===== config.mk =====
export PLATFORM = sky130hd
export DESIGN_NAME = instr_fetch_flat
export DESIGN_NICKNAME = d
export VERILOG_FILES = /design/src/rtl/instr_fetch_pkg.sv /design/src/rtl/instr_fetch_if.sv /design/src/rtl/instr_fetch_pc_next_sel.sv /design/src/rtl/instr_fetch.sv /design/src/flat_wrapper.sv
export SDC_FILE = /design/constraint.sdc
export NUM_CORES = 1
export LEC_CHECK = 0
export BUFFER_PORTS_ARGS = -buffer_cell sky130_fd_sc_hd__buf_2
export CAP_MARGIN = 20
export CORE_MARGIN = 2
export CORE_UTILIZATION = 43
export CTS_CLUSTER_SIZE = 40
export DETAILED_ROUTE_END_ITERATION = 10
export MAX_ROUTING_LAYER = met4
export PLACE_DENSITY = 0.78
export SLEW_MARGIN = 20
export SYNTH_ARGS = -nofsm -noshare
export SYNTH_HDL_FRONTEND = slang
export SYNTH_SLANG_ARGS = --single-unit

===== constraint.sdc =====
create_clock -name clk -period 3.4 [get_ports clk]
set_input_delay 0.34 -clock clk [delete_from_list [all_inputs] [get_ports clk]]
set_output_delay 0.34 -clock clk [all_outputs]
set_load 0.02 [all_outputs]

===== src/rtl/instr_fetch_pkg.sv =====
// instr_fetch_pkg: shared constants, opcodes and fetch FSM state encoding.
package instr_fetch_pkg;
    localparam int          XLEN_DEF  = 32;
    localparam logic [31:0] NOP_INSTR = 32'h00000013;
    localparam logic [6:0]  OP_R      = 7'b0110011;
    localparam logic [6:0]  OP_LOAD   = 7'b0000011;
    localparam logic [6:0]  OP_STORE  = 7'b0100011;
    localparam logic [6:0]  OP_BRANCH = 7'b1100011;
    localparam logic [6:0]  OP_JAL    = 7'b1101111;
    typedef enum logic [1:0] {
        IDLE  = 2'd0,
        REQ   = 2'd1,
        VALID = 2'd2
    } fetch_state_e;
endpackage


===== src/rtl/instr_fetch_if.sv =====
// instr_fetch_if: instruction memory read bus (req/ready handshake).
interface instr_fetch_if import instr_fetch_pkg::*; #(parameter int XLEN = XLEN_DEF);
    logic            req;
    logic [XLEN-1:0] addr;
    logic            ready;
    logic [31:0]     rdata;
    modport master(output req, addr, input ready, rdata);
    modport slave(input req, addr, output ready, rdata);
endinterface


===== src/rtl/instr_fetch_pc_next_sel.sv =====
// pc_next_sel: next-PC priority mux (jump > branch > +4) with alignment force and misalign detect.
module pc_next_sel import instr_fetch_pkg::*; #(parameter int XLEN = XLEN_DEF) (
    input  logic            jump_i,
    input  logic [XLEN-1:0] jump_target_i,
    input  logic            branch_taken_i,
    input  logic [XLEN-1:0] branch_target_i,
    input  logic [XLEN-1:0] pc_i,
    output logic [XLEN-1:0] next_pc_o,
    output logic            misalign_o
);
    logic [XLEN-1:0] sel;
    always_comb begin
        sel        = jump_i ? jump_target_i : branch_taken_i ? branch_target_i : pc_i + XLEN'(4);
        next_pc_o  = {sel[XLEN-1:2], 2'b00};
        // sequential pc+4 is always aligned, so only a selected redirect can flag
        misalign_o = (jump_i | branch_taken_i) & (sel[1:0] != 2'b00);
    end
endmodule


===== src/rtl/instr_fetch.sv =====
// instr_fetch: fetch FSM holding PC, fetched instruction and consume count.
module instr_fetch import instr_fetch_pkg::*; #(
    parameter int              XLEN     = XLEN_DEF,
    parameter logic [XLEN-1:0] RESET_PC = '0
) (
    input  logic              clk,
    input  logic              rst_n,
    input  logic              stall_i,
    input  logic              branch_taken_i,
    input  logic [XLEN-1:0]   branch_target_i,
    input  logic              jump_i,
    input  logic [XLEN-1:0]   jump_target_i,
    instr_fetch_if.master     imem,
    output logic [31:0]       instr_o,
    output logic [XLEN-1:0]   instr_pc_o,
    output logic              instr_valid_o,
    output logic [6:0]        opcode_o,
    output logic              misalign_o,
    output logic [XLEN-1:0]   instr_count_o
);
    fetch_state_e    state_q, state_d;
    logic [XLEN-1:0] pc_q, instr_pc_q, count_q, next_pc;
    logic [31:0]     instr_q;
    logic            misalign_q, target_mis, consume, capture;

    pc_next_sel #(.XLEN(XLEN)) u_sel (
        .jump_i         (jump_i),
        .jump_target_i  (jump_target_i),
        .branch_taken_i (branch_taken_i),
        .branch_target_i(branch_target_i),
        .pc_i           (instr_pc_q),
        .next_pc_o      (next_pc),
        .misalign_o     (target_mis)
    );

    assign capture = (state_q == REQ) & imem.ready;
    assign consume = (state_q == VALID) & ~stall_i;

    always_comb begin
        state_d = state_q;
        case (state_q)
            IDLE:    state_d = REQ;
            REQ:     state_d = imem.ready ? VALID : REQ;
            VALID:   state_d = consume ? REQ : VALID;
            default: state_d = IDLE;
        endcase
    end

    always_ff @(posedge clk or negedge rst_n) begin
        if (!rst_n) begin
            state_q    <= IDLE;
            pc_q       <= RESET_PC;
            instr_q    <= NOP_INSTR;
            instr_pc_q <= RESET_PC;
            count_q    <= '0;
            misalign_q <= 1'b0;
        end else begin
            state_q    <= state_d;
            misalign_q <= consume & target_mis;
            if (capture) begin
                instr_q    <= imem.rdata;
                instr_pc_q <= pc_q;
            end
            if (consume) begin
                pc_q    <= next_pc;
                count_q <= count_q + XLEN'(1);
            end
        end
    end

    assign imem.req      = (state_q == REQ);
    assign imem.addr     = pc_q;
    assign instr_o       = instr_q;
    assign instr_pc_o    = instr_pc_q;
    assign instr_valid_o = (state_q == VALID);
    assign opcode_o      = instr_q[6:0];
    assign misalign_o    = misalign_q;
    assign instr_count_o = count_q;
endmodule


===== src/flat_wrapper.sv =====
// flat-port wrapper written by rule: the top's interface ports become plain ports
module instr_fetch_flat import instr_fetch_pkg::*;
#(
    parameter int              XLEN     = XLEN_DEF,
    parameter logic [XLEN-1:0] RESET_PC = '0
)
  (clk, rst_n, stall_i, branch_taken_i, branch_target_i, jump_i, jump_target_i, instr_o, instr_pc_o, instr_valid_o, opcode_o, misalign_o, instr_count_o, imem_req, imem_addr, imem_ready, imem_rdata);
  instr_fetch_if #(.XLEN(XLEN)) imem_i ();
  input  logic clk;
  input  logic rst_n;
  input  logic stall_i;
  input  logic branch_taken_i;
  input  logic [XLEN-1:0] branch_target_i;
  input  logic jump_i;
  input  logic [XLEN-1:0] jump_target_i;
  output logic [31:0] instr_o;
  output logic [XLEN-1:0] instr_pc_o;
  output logic instr_valid_o;
  output logic [6:0] opcode_o;
  output logic misalign_o;
  output logic [XLEN-1:0] instr_count_o;
  output wire logic [$bits(imem_i.req)-1:0] imem_req;
  output wire logic [$bits(imem_i.addr)-1:0] imem_addr;
  input wire logic [$bits(imem_i.ready)-1:0] imem_ready;
  input wire logic [$bits(imem_i.rdata)-1:0] imem_rdata;
  assign imem_req = imem_i.req;
  assign imem_addr = imem_i.addr;
  assign imem_i.ready = imem_ready;
  assign imem_i.rdata = imem_rdata;
  instr_fetch #(.XLEN(XLEN), .RESET_PC(RESET_PC)) u_core (.clk(clk), .rst_n(rst_n), .stall_i(stall_i), .branch_taken_i(branch_taken_i), .branch_target_i(branch_target_i), .jump_i(jump_i), .jump_target_i(jump_target_i), .imem(imem_i), .instr_o(instr_o), .instr_pc_o(instr_pc_o), .instr_valid_o(instr_valid_o), .opcode_o(opcode_o), .misalign_o(misalign_o), .instr_count_o(instr_count_o));
endmodule

# Yosys cells after proc, flatten, opt, wreduce, memory -nomap -nowiden
# Index checks and enable logic that the tools add are counted.
dict set report classes {
  muxes 5
  addsub 2
  eq_ne 2
  n_reduce_logical 2
  bitwise_logic 6
}
# operator count
set ops {}
lappend ops {{two-way mux 32 bit} 2}
lappend ops {{adder 32 x 1 -> 32 bit (second input constant)} 1}
lappend ops {{adder 32 x 3 -> 32 bit (second input constant)} 1}
lappend ops {{case mux 2 bit (3 select lines)} 1}
lappend ops {{bitwise AND 1 bit} 4}
lappend ops {{two-way mux 2 bit} 2}
lappend ops {{== test 2 x 1 -> 1 bit (second input constant)} 1}
lappend ops {{== test 2 bit (second input constant)} 1}
lappend ops {{zero test 2 bit} 1}
lappend ops {{nonzero test 2 bit} 1}
lappend ops {{inverter 1 bit} 1}
lappend ops {{bitwise OR 1 bit} 1}
dict set report totals {
  output_inout_bits 138
  wordCells 23
  register_bits 127
}

# Longest topological paths before layout
# Gate-level depths: netlist (run 1).
dict set report logic_depth {
  depth_word 6
  ltp_mapped 6
  ltp_nobuf 6
}

# By module
# From an unflattened synthesis (run 1), not the netlist that was laid out.
dict set report hier_totals {
  hier_cells 533
  hier_area_um2 6387.4
}
# module cells_per_inst seq_area_each_um2 n_inst area_per_inst_um2
set by_module_without_submodules {}
lappend by_module_without_submodules {instr_fetch 355 3281.9 1 5266.3}
lappend by_module_without_submodules {pc_next_sel 178 0.0 1 1121.1}

# Least setup slack after synthesis (run 1)
# OpenSTA, ideal clock, no wires.
dict set report synth_path {
  kind {reg-to-reg}
  startpoint {reg u_core.instr_pc_q[2] (netlist: u_core.instr_pc_o[2])}
  endpoint {reg u_core.pc_q[26] (netlist: u_core.imem.addr[26])}
  setup_slack_ps 1410
  path_stages_with_launch 7
  required_time_ps 3306
  arrival_time_ps 1896
  setup_time_ps 94
  period_less_slack_ps 1990
  cell_sequence {dfrtp_1 > ha_1 > nand4_4 > nor4_4 > nand4_2 > xor2_1 > a221oi_2}
}
dict set report synth_via {
  elab_chain_len 3
}
# item line_no
set synth_rtl {}
lappend synth_rtl {{from (decl)} instr_fetch.sv:22} ;# logic [XLEN-1:0] pc_q, instr_pc_q, count_q, next_pc;
lappend synth_rtl {{from (signal assigned)} instr_fetch.sv:62} ;# instr_pc_q <= pc_q;
lappend synth_rtl {{adder 32 x 3 -> 32 bit} instr_fetch_pc_next_sel.sv:13} ;# sel = jump_i ? jump_target_i : branch_taken_i ? branch_target_i : pc_i + XLEN'(4);
lappend synth_rtl {{two-way mux 32 bit (2 in series)} instr_fetch_pc_next_sel.sv:13}
lappend synth_rtl {{to (signal assigned)} instr_fetch.sv:65} ;# pc_q <= next_pc;
lappend synth_rtl {{to (decl)} instr_fetch.sv:22}
# Every way passes these cells.
# A chain may end at the register's enable or synchronous reset.

# Worst setup path in the final report (run 1)
dict set report layout_path {
  startpoint {reg u_core.state_q[1]}
  endpoint {reg u_core.pc_q[9] (netlist: u_core.imem.addr[9])}
}
dict set report layout_via {
  elab_chain_len 2
}
# item line_no
set layout_rtl {}
lappend layout_rtl {{from (decl)} instr_fetch.sv:21} ;# fetch_state_e state_q, state_d;
lappend layout_rtl {{from (signal assigned)} instr_fetch.sv:58} ;# state_q <= state_d;
lappend layout_rtl {{== test 2 bit} instr_fetch.sv:37} ;# assign consume = (state_q == VALID) & ~stall_i;
lappend layout_rtl {{bitwise AND 1 bit} instr_fetch.sv:37}
# Every way passes these cells.

==> out/summary.txt, run 1 <==
Post-DP HPWL = 11,700 µm
die area = 15,000 µm²
top cell type's share of synthesized area = 0.513
initial antenna violation count = 1
WP data required = 3.72 ns
initial core utilization = 0.438
largest net degree at the start of global routing = 64
routed len/inst = 17.1 µm
CTS Buffer Depth = 2
clock period minus worst slack = 2.30 ns
DR vias = 5,182
final hold slack = 0.154 ns
Worst Path Arrival = 2.63 ns
Die Ht = 123 µm
setup ws final = 1.10 ns
synth unique cells = 44
clock sinks = 127
Fmax achieved = 434 MHz
Clock Pin Slew Worst Setup and Hold Paths = 0.06 ns
CTS buffer count = 17
final setup violation count = 0
final wirelength = 16,500 µm
PwrDens = 932 nW/µm²
vias in the first global route = 4,856
Worst Max-Slew Pin Slew = 0.994 ns
crit path from = u_core.state_q[1]
slew margin rel. = 0.337
setup TNS = 0 ns
terminus of the critical flop-to-flop path = u_core.imem.addr[9]
Max Slew Vio Count = 0
mux contribution to synthesized area = 0.122
maximum vdd ir drop = 0.000512 V
Die Width = 123 µm
Core Util, Final = 0.579
row count = 43
first-pass GRT wire length = 25,400 µm
simple-gate area share of the yosys netlist = 0.147
via/cell ratio = 5.35
flop2flop setup slack = 1.10 ns
sequential cell area = 3180 µm²
Final #Nets = 879
fraction of layout instances using a drive strength above 1 = 0.442
critical path's top delay family = simple AND/OR/NAND/NOR gates
Worst Path Max Fanout = 21
Critical Path Sink = u_core.imem.addr[9]
Worst-Skew Late Latency = 0.41 ns
crit-path cells = nor2b_1, nand2b_1, nor2_1, nand2_1, o21ai_0
Clock Skew = 0.00637 ns
area delta synth->final = 32.2%
PortBufs = 235
gate count after technology mapping = 545
Total GRT Usage = 0.227
I/O pins = 240
Critical R2R Launch = u_core.state_q[1]
worst hold path type = primary input to flop
Pleak = 3.81 nW
max cap viols = 0
Core Area = 13,800 µm²
fillers = 1,160
outcome = complete, no violations
period utilization = 0.678
area of the multi-input gates = 2700 µm²
Routability Congestion = 0.878
pre-CTS WS = 1.19 ns
post-synthesis adder-cell area fraction = 0.00413
Setup CP Type = flop to flop
worst reg-to-reg path cell count = 5
total power = 7.46 mW
Final Hold Vio Count = 0
top post-synthesis cells by area = dfrtp_1 (51%), mux2_2 (12%), xor2_1 (4.8%)
H-Tree Level Count = 4
FFs w/ async S/R, synth = 1.00
crit path launch type = flop
Clock Root Buffer = clkbuf_16
RSZ-0062 raised after global routing = false
sequential share of the synthesized area = 0.526
Avg Synthesized Cell Area = 11.1 µm²
Post-route DRC = 0
crit-path max cell delay = 0.58 ns
post-synthesis xor/xnor area fraction = 0.0854
WP buf/inv = 0
Crit path depth = 5
grt ovf = 0
area leader, netlist = dfrtp_1
Post-synth EDFFs = 0
Yosys reg bits = 127
Netlist Area Pre-Place = 6050 µm²
Ys Warns = 0
initial DRC count = 347
post-CTS sizing = 0
largest family of logic cells by synthesized area = simple AND/OR/NAND/NOR gates
compound-gate portion of the synthesized area = 0.0839
ys flop type = dfrtp_1
CP Capture Type = flop
ANT nets after route = 0
first-pass detailed-route iteration total = 5
critical path's slowest cell = nand2b_1
CTS tree = done
[flip-flops by register name, summed over array words and instances (netlist names)]
name                  flops
u_core.imem.addr         30
u_core.instr_count_o     32
u_core.instr_o           32
u_core.instr_pc_o        30
u_core.misalign_o         1
u_core.state_q            2
[routing by layer]
layer,up-vias,track usage,part of all wire
met5,-,-,0
met4,0,0.0912,0.020
li1,2394,-,-
met2,210,0.355,0.49
met1,2552,0.289,0.43
met3,26,0.0497,0.054
[through the flow]
step | std cells | instance area (µm²)
CTS | 968 | 8000
finish | 969 | 8000
global placement | 935 | 7370
floorplan | 548 | 6060
detailed placement | 935 | 7370
global route | 969 | 8000
[cell type report]
class,count,area share
timing repair buffer,241,0.155
clock buffer,18,0.0536
clock inverter,14,0.0241
tap,180,0.0282
sequential,127,0.398
multi-input combinational,381,0.338
antenna,1,0.000313
inverter,7,0.00328
[Yosys cell counts, types with 11 or more instances]
cell / n
xor2_1: 33
buf_4: 11
clkbuf_1: 21
dfrtp_1: 124
nor2_1: 50
mux2_2: 62
o22ai_1: 21
nand2_1: 47
nand3_1: 25
a221oi_1: 17
o21ai_0: 14
nand4_1: 16
xnor2_1: 26
[cell families (layout without fill, tap and decap cells)]
group	count (synthesis)	count (layout)
AO/OA/AOI/OAI	74	74
XOR/XNOR	59	59
adder cells (fa/ha/maj)	2	2
buffers and inverters	40	280
flip-flops	127	127
multiplexers	66	66
other	1	5
AND/OR/NAND/NOR	176	176
[power breakdown]
group          internal, mW  switching [mW]  total, mW
clock                  1.23           0.688       1.91
combinational          1.17            1.69       2.86
sequential             2.11           0.570       2.68
[placed cells by master, fill, tap and decap left out, types with 4 or more instances in the layout]
cell type,n
nor2_1,50
clkinv_4,4
nor3_1,6
mux2i_1,4
o21ai_0,14
buf_2,234
buf_4,5
nand2_1,46
bufinv_16,4
nor2b_1,4
o22ai_1,21
a221oi_1,17
nand4_1,16
and3_1,8
dfrtp_1,124
a21oi_1,10
conb_1,4
inv_1,7
xnor2_1,26
clkbuf_16,17
nand3_1,25
xor2_1,33
mux2_2,62
[worst min-delay path by stage]
stage                           endpoint          start  slack, ns  cells past startpoint
floorplan           u_core.imem.addr[10]          rst_n       0.04                      0
global placement       u_core.instr_o[2]          rst_n       0.37                      1
detailed placement     u_core.instr_o[2]          rst_n       0.38                      1
CTS                    u_core.instr_o[5]  imem_rdata[5]       0.14                      2
global route           u_core.instr_o[3]  imem_rdata[3]       0.14                      2
finish                 u_core.instr_o[5]  imem_rdata[5]       0.15                      2
[what timing repair did]
item                                   CTS  global route
hold buffers                             1             0
endpoints found under the hold margin   41             0
buffers inserted                         0             0
No activity file was read; power rests on OpenSTA's default activity.
==> run 2, diff against run 1 <==
Settings changed: ABC_AREA from default to 1, PLACE_DENSITY 0.78 to 0.77.
Clock period 3.4 ns to 2.3 ns, I/O delays scaled along.
==> run 2 against run 1 <==
Net effect: combinational power is 55% higher; synthesized area up 12%; setup slack lost 0.66 ns; global-route usage is 2.0 points higher; design area grew 9.4%; final cell count increased by 34%; critical path depth up 1; core utilization fell by 0.71 points; non-clock buffer count grew 2; wire length grew 20%; hold slack lost 0.13 ns; clock-buffer cell count grew 1.
==> out/summary.txt, run 2 <==
Avg Synthesized Cell Area = 8.02 µm² (-28%)
initial antenna violation count = 1 (unchanged)
dpl cell area = 8110 µm² (+10%)
most frequent cells in the layout = nand2_1 (243), buf_2 (234), dfrtp_1 (124)
Final Hold Vio Count = 0 (unchanged)
Worst Path Max Fanout = 68 (+220%)
area leader, netlist = dfrtp_1
final wirelength = 19,900 µm (+20%)
Total GRT Usage = 0.247 (+0.0198)
WP buf/inv = 2 (+2)
Post-synth EDFFs = 0 (unchanged)
Max Slew Vio Count = 0 (unchanged)
via/cell ratio = 5.05 (-5.5%)
Post-route DRC = 0 (unchanged)
ANT nets after route = 0 (unchanged)
post-CTS sizing = 0 (unchanged)
Die Ht = 130 µm (+5.7%)
Post-synth top cells = nand2_1 (243), dfrtp_1 (124), nor2_1 (96), inv_1 (84), o21ai_0 (50)
sequential share of the synthesized area = 0.469 (-0.0569)
RSZ-0062 raised after global routing = false
Worst-Skew Late Latency = 0.43 ns (+0.02 ns)
Clock Skew = 0.00540 ns (-0.000975 ns)
pre-CTS WS = 0.449 ns (-0.743 ns)
DR vias = 6,566 (+27%)
Final #Nets = 1,178 (+34%)
design area = 8750 µm² (+9.4%)
Routability Congestion = 0.947 (+7.8%)
slew margin rel. = 0.476 (+0.139)
Setup CP Type = flop to flop
first-pass detailed-route iteration total = 6 (+1)
initial core utilization = 0.443 (+0.00544)
CP Capture Type = flop
initial DRC count = 475 (+37%)
Post-CTS Hold Buffers = 1 (unchanged)
Die Width = 130 µm (+5.7%)
Ys Warns = 0 (unchanged)
maximum vdd ir drop = 0.000734 V (+43%)
final setup violation count = 0 (unchanged)
count leader, synth = nand2_1
Clock Pin Slew Worst Setup and Hold Paths = 0.06 ns (about the same)
Clock Root Buffer = clkbuf_16
largest net degree at the start of global routing = 69 (+7.8%)
setup bufs post-CTS = 0 (unchanged)
FFs w/ async S/R, synth = 1.00 (unchanged)
gate count after technology mapping = 846 (+55%)
outcome = complete, no violations
routed len/inst = 15.3 µm (-10%)
ys flop type = dfrtp_1
grt ovf = 0 (unchanged)
first-pass GRT wire length = 31,300 µm (+23%)
CTS tree = done
clock period minus worst slack = 1.86 ns (-0.443 ns)
setup TNS = 0 ns (unchanged)
Post-DP HPWL = 14,800 µm (+26%)
setup ws final = 0.438 ns (-0.657 ns)
critical path's top delay family = simple AND/OR/NAND/NOR gates
Netlist Area Pre-Place = 6790 µm² (+12%)
area delta synth->final = 29.0%
critical path's slowest cell = nand2_4
worst hold path type = primary input to flop
die area = 16,800 µm² (+12%)
PwrDens = 1290 nW/µm² (+38%)
synth unique cells = 38 (-14%)
H-Tree Level Count = 4 (unchanged)
Core Util, Final = 0.571 (-0.00710)
Fmax achieved = 537 MHz (+24%)
top cell type's share of synthesized area = 0.457 (-0.0555)
Yosys reg bits = 127 (unchanged)
final hold slack = 0.0284 ns (-0.126 ns)
period utilization = 0.810 (+0.132)
vias in the first global route = 6,306 (+30%)
Worst Max-Slew Pin Slew = 0.786 ns (-0.208 ns)
Worst Path Arrival = 2.16 ns (-0.47 ns)
PortBufs = 235 (unchanged)
fraction of layout instances using a drive strength above 1 = 0.309 (-0.133)
CTS Buffer Depth = 2 (unchanged)
crit-path cells = inv_1, nor2_1, nand2_4, buf_4, nand2_1, o21ai_0
commonest non-fill, non-tap cell in the layout = nand2_1
row count = 45 (+4.7%)
Core Area = 15,300 µm² (+11%)
clock sinks = 127 (unchanged)
max cap viols = 0 (unchanged)
I/O pins = 240 (unchanged)
Pleak = 4.43 nW (+16%)
crit path launch type = flop
WP data required = 2.60 ns (-1.12 ns)
crit-path max cell delay = 0.44 ns (-0.14 ns)
CTS buffer count = 17 (unchanged)
top post-synthesis cells by area = dfrtp_1 (46%), nand2_1 (13%), mux2_2 (5.6%)
## run 2: cell types whose count changed in the layout (fill, tap and decap cells not counted), moves of 10 or more
cell,previous run,this run
xor2_1,33,19
a21oi_1,10,20
mux2_2,62,34
o22ai_1,21,9
inv_1,7,84
nand4_1,16,5
xnor2_1,26,9
o21ai_0,14,50
nand3_1,25,42
nand2_1,46,243
a221oi_1,17,1
nor2_1,50,96
## run 2: worst paths after layout
kind	cells past startpoint	endpoint	slack (ns)	startpoint
worst max-delay path	6	u_core.instr_pc_o[8]	0.44	u_core.state_q[0]
worst min-delay path	2	u_core.instr_o[22]	0.03	imem_rdata[22]
worst max register to register	6	u_core.instr_pc_o[8]	0.44	u_core.state_q[0]
worst min register to register	1	u_core.instr_count_o[31]	0.48	u_core.instr_count_o[31]
max in group asynchronous	3	u_core.instr_o[4]	1.23	rst_n
min in group asynchronous	2	u_core.imem.addr[6]	0.29	rst_n
## run 2: where the power goes
part / switching [mW] / internal [mW] / leakage (nW)
registers: 0.838 / 3.14 / 1.55
clock network: 1.03 / 1.84 / 0.303
logic: 2.84 / 1.58 / 2.58
## run 2: metal layers
metal | share of wire | wire length [µm] | vias to the layer above | GRT usage
met3 | 0.077 | 1540 | 32 | 0.0603
met4 | 0.015 | 290 | 0 | 0.0614
met2 | 0.48 | 9590 | 275 | 0.407
met1 | 0.43 | 8450 | 3080 | 0.307
li1 | - | - | 3179 | -
met5 | 0 | 0 | - | -
## run 2: layout make-up
class                   count  area [µm²]
fillers                  1447        6560
flip-flops and latches    127        3180
multi-input cells         599        3090
repair buffers            243        1260
clock buffers              19         443
inverters                  86         323
well taps                 211         264
clock inverters            13         189
diodes                      1        2.50
## run 2: logic make-up (layout without fill, tap and decap cells)
family / Yosys count / in the layout / synth area share
other: 1 / 5 / 0.000553
AOI/OAI and AO/OA: 108 / 108 / 0.0972
muxes: 34 / 34 / 0.0564
and+or+nand+nor: 423 / 423 / 0.259
DFF: 127 / 127 / 0.469
buffers and inverters: 123 / 361 / 0.0780
adders and majority gates: 2 / 2 / 0.00369
xor gates and xnor gates: 28 / 28 / 0.0361
## run 2: worst reg2reg max path, delay by kind of cell, from the launching register on
family / cells / cell delay (ns)
flops: 1 / 0.41
buf+inv: 2 / 0.52
simple gates: 3 / 0.72
compound gates: 1 / 0.09
## run 2: through the flow
stage	total power, mW	instances
finish	11.3	1299
global route	12.0	1299
CTS	11.3	1298
detailed placement	8.42	1265
global placement	8.31	1265
floorplan	6.79	849
==> run 3, diff against run 2 <==
Clock period 2.3 ns to 1.78 ns, I/O delays scaled along.
==> run 3 against run 2 <==
Net effect: flip-flop and latch count did not move; via count rose by 1.9%; die area did not move; first-iteration DRC count fell by 22%; hold slack got worse by 0.014 ns; largest power group unchanged.
==> out/summary.txt, run 3 (same netlist as run 2, synthesis figures left out) <==
Critical R2R Launch = u_core.instr_pc_o[3]
Routability Congestion = 0.930 (-1.8%)
max cap viols = 0 (unchanged)
RSZ-0062 raised after global routing = true
slew margin rel. = 0.662 (+0.186)
initial DRC count = 369 (-22%)
row count = 45 (unchanged)
H-Tree Level Count = 4 (unchanged)
PwrDens = 1600 nW/µm² (+25%)
most frequent cells in the layout = nand2_1 (242), buf_2 (234), dfrtp_1 (124)
clock sinks = 127 (unchanged)
Post-route DRC = 0 (unchanged)
Worst-Skew Late Latency = 0.41 ns (-0.02 ns)
DR vias = 6,689 (+1.9%)
Setup CP Type = flop to flop
die area = 16,800 µm² (unchanged)
Worst Max-Slew Pin Slew = 0.506 ns (-0.280 ns)
outcome = complete, no violations
Die Width = 130 µm (unchanged)
Worst Path Arrival = 2.00 ns (-0.16 ns)
I/O pins = 240 (unchanged)
commonest non-fill, non-tap cell in the layout = nand2_1
CTS buffer count = 17 (unchanged)
initial antenna violation count = 0 (-1)
first-pass GRT wire length = 32,000 µm (+2.2%)
ant diodes = 0 (-1)
CTS tree = done
routed len/inst = 15.6 µm (+1.7%)
Worst Path Max Fanout = 5 (-93%)
Pleak = 4.63 nW (+4.6%)
largest net degree at the start of global routing = 62 (-10%)
vias in the first global route = 6,429 (+2.0%)
worst hold path type = primary input to flop
Total GRT Usage = 0.254 (+0.00695)
ANT nets after route = 0 (unchanged)
maximum vdd ir drop = 0.00105 V (+43%)
Clock Pin Slew Worst Setup and Hold Paths = 0.06 ns (about the same)
clock period minus worst slack = 1.68 ns (-0.179 ns)
CTS Buffer Depth = 2 (unchanged)
initial core utilization = 0.443 (unchanged)
period utilization = 0.946 (+0.136)
setup ws final = 0.0966 ns (-0.341 ns)
final setup violation count = 0 (unchanged)
fraction of layout instances using a drive strength above 1 = 0.316 (+0.00710)
Core Area = 15,300 µm² (unchanged)
Final Hold Vio Count = 0 (unchanged)
area delta synth->final = 35.2%
first-pass detailed-route iteration total = 7 (+1)
CP Capture Type = flop
final hold slack = 0.0149 ns (-0.0135 ns)
final wirelength = 20,800 µm (+4.9%)
Final #Nets = 1,221 (+3.7%)
flop2flop setup slack = 0.1 ns (-0.34 ns)
Fmax achieved = 594 MHz (+11%)
Clock Root Buffer = clkbuf_16
Clock Skew = 0.00961 ns (+0.00422 ns)
crit path from = u_core.instr_pc_o[3]
via/cell ratio = 4.99 (-1.2%)
PortBufs = 235 (unchanged)
Post-DP HPWL = 15,100 µm (+2.2%)
Die Ht = 130 µm (unchanged)
pre-CTS WS = 0.0289 ns (-0.420 ns)
Max Slew Vio Count = 0 (unchanged)
worst hold start = imem_rdata[27]
WP data required = 2.10 ns (-0.50 ns)
crit path launch type = flop
grt ovf = 0 (unchanged)
## run 3: power by group
part / internal [mW] / switching (mW) / total, mW
clock: 2.19 / 1.25 / 3.44
sequential: 4.06 / 0.993 / 5.06
combinational: 2.30 / 3.92 / 6.22
total: 8.56 / 6.16 / 14.7
## run 3: repair_timing
| item | in CTS | in global routing |
|---|---|---|
| hold buffers | 26 | 1 |
| buffers inserted | 0 | 0 |
| endpoints found under the setup margin | 0 | 15 |
| hold endpoints to repair | 105 | 1 |
| resized for setup | 0 | 11 |
## run 3: layout make-up
type / instances / area (µm²)
fillers: 1378 / 6140
flip-flops and latches: 127 / 3180
multi-input cells: 599 / 3120
repair buffers: 286 / 1710
clock buffers: 24 / 492
inverters: 86 / 323
well taps: 211 / 264
clock inverters: 7 / 85.1
## run 3: critical path, cell delays in order (launching register included)
cell	delay [ns]
dfrtp_1	0.39
ha_1	0.22
nand2_1	0.11
nor2_4	0.16
nand3_1	0.19
o21bai_1	0.18
nand2_1	0.06
nand2_1	0.06
nand2_1	0.06
a21boi_0	0.17
## run 3: final timing paths
path                                            endpoint  cells after the start
max in group asynchronous       u_core.instr_count_o[25]                      3
worst max-delay path                u_core.imem.addr[20]                      9
worst min-delay path                  u_core.instr_o[27]                      2
min in group asynchronous            u_core.imem.addr[7]                      2
worst max register to register      u_core.imem.addr[20]                      9
worst min register to register  u_core.instr_count_o[31]                      1
## run 3: routing by layer
| layer | share of wire | vias up | track usage |
|---|---|---|---|
| li1 | - | 3253 | - |
| met1 | 0.43 | 3122 | 0.314 |
| met2 | 0.49 | 276 | 0.417 |
| met3 | 0.069 | 38 | 0.0603 |
| met4 | 0.019 | 0 | 0.0746 |
| met5 | 0 | - | - |
## run 3: stage by stage
stage | cells | util | power [mW] | area, µm² | TNS [ns]
finish | 1340 | 0.599 | 14.7 | 9170 | 0
global route | 1340 | 0.599 | 15.6 | 9170 | -0.106
CTS | 1339 | 0.596 | 14.7 | 9140 | 0
detailed placement | 1282 | 0.542 | 11.2 | 8300 | 0
global placement | 1282 | 0.542 | 11.0 | 8300 | 0
floorplan | 849 | - | 8.77 | 6800 | 0
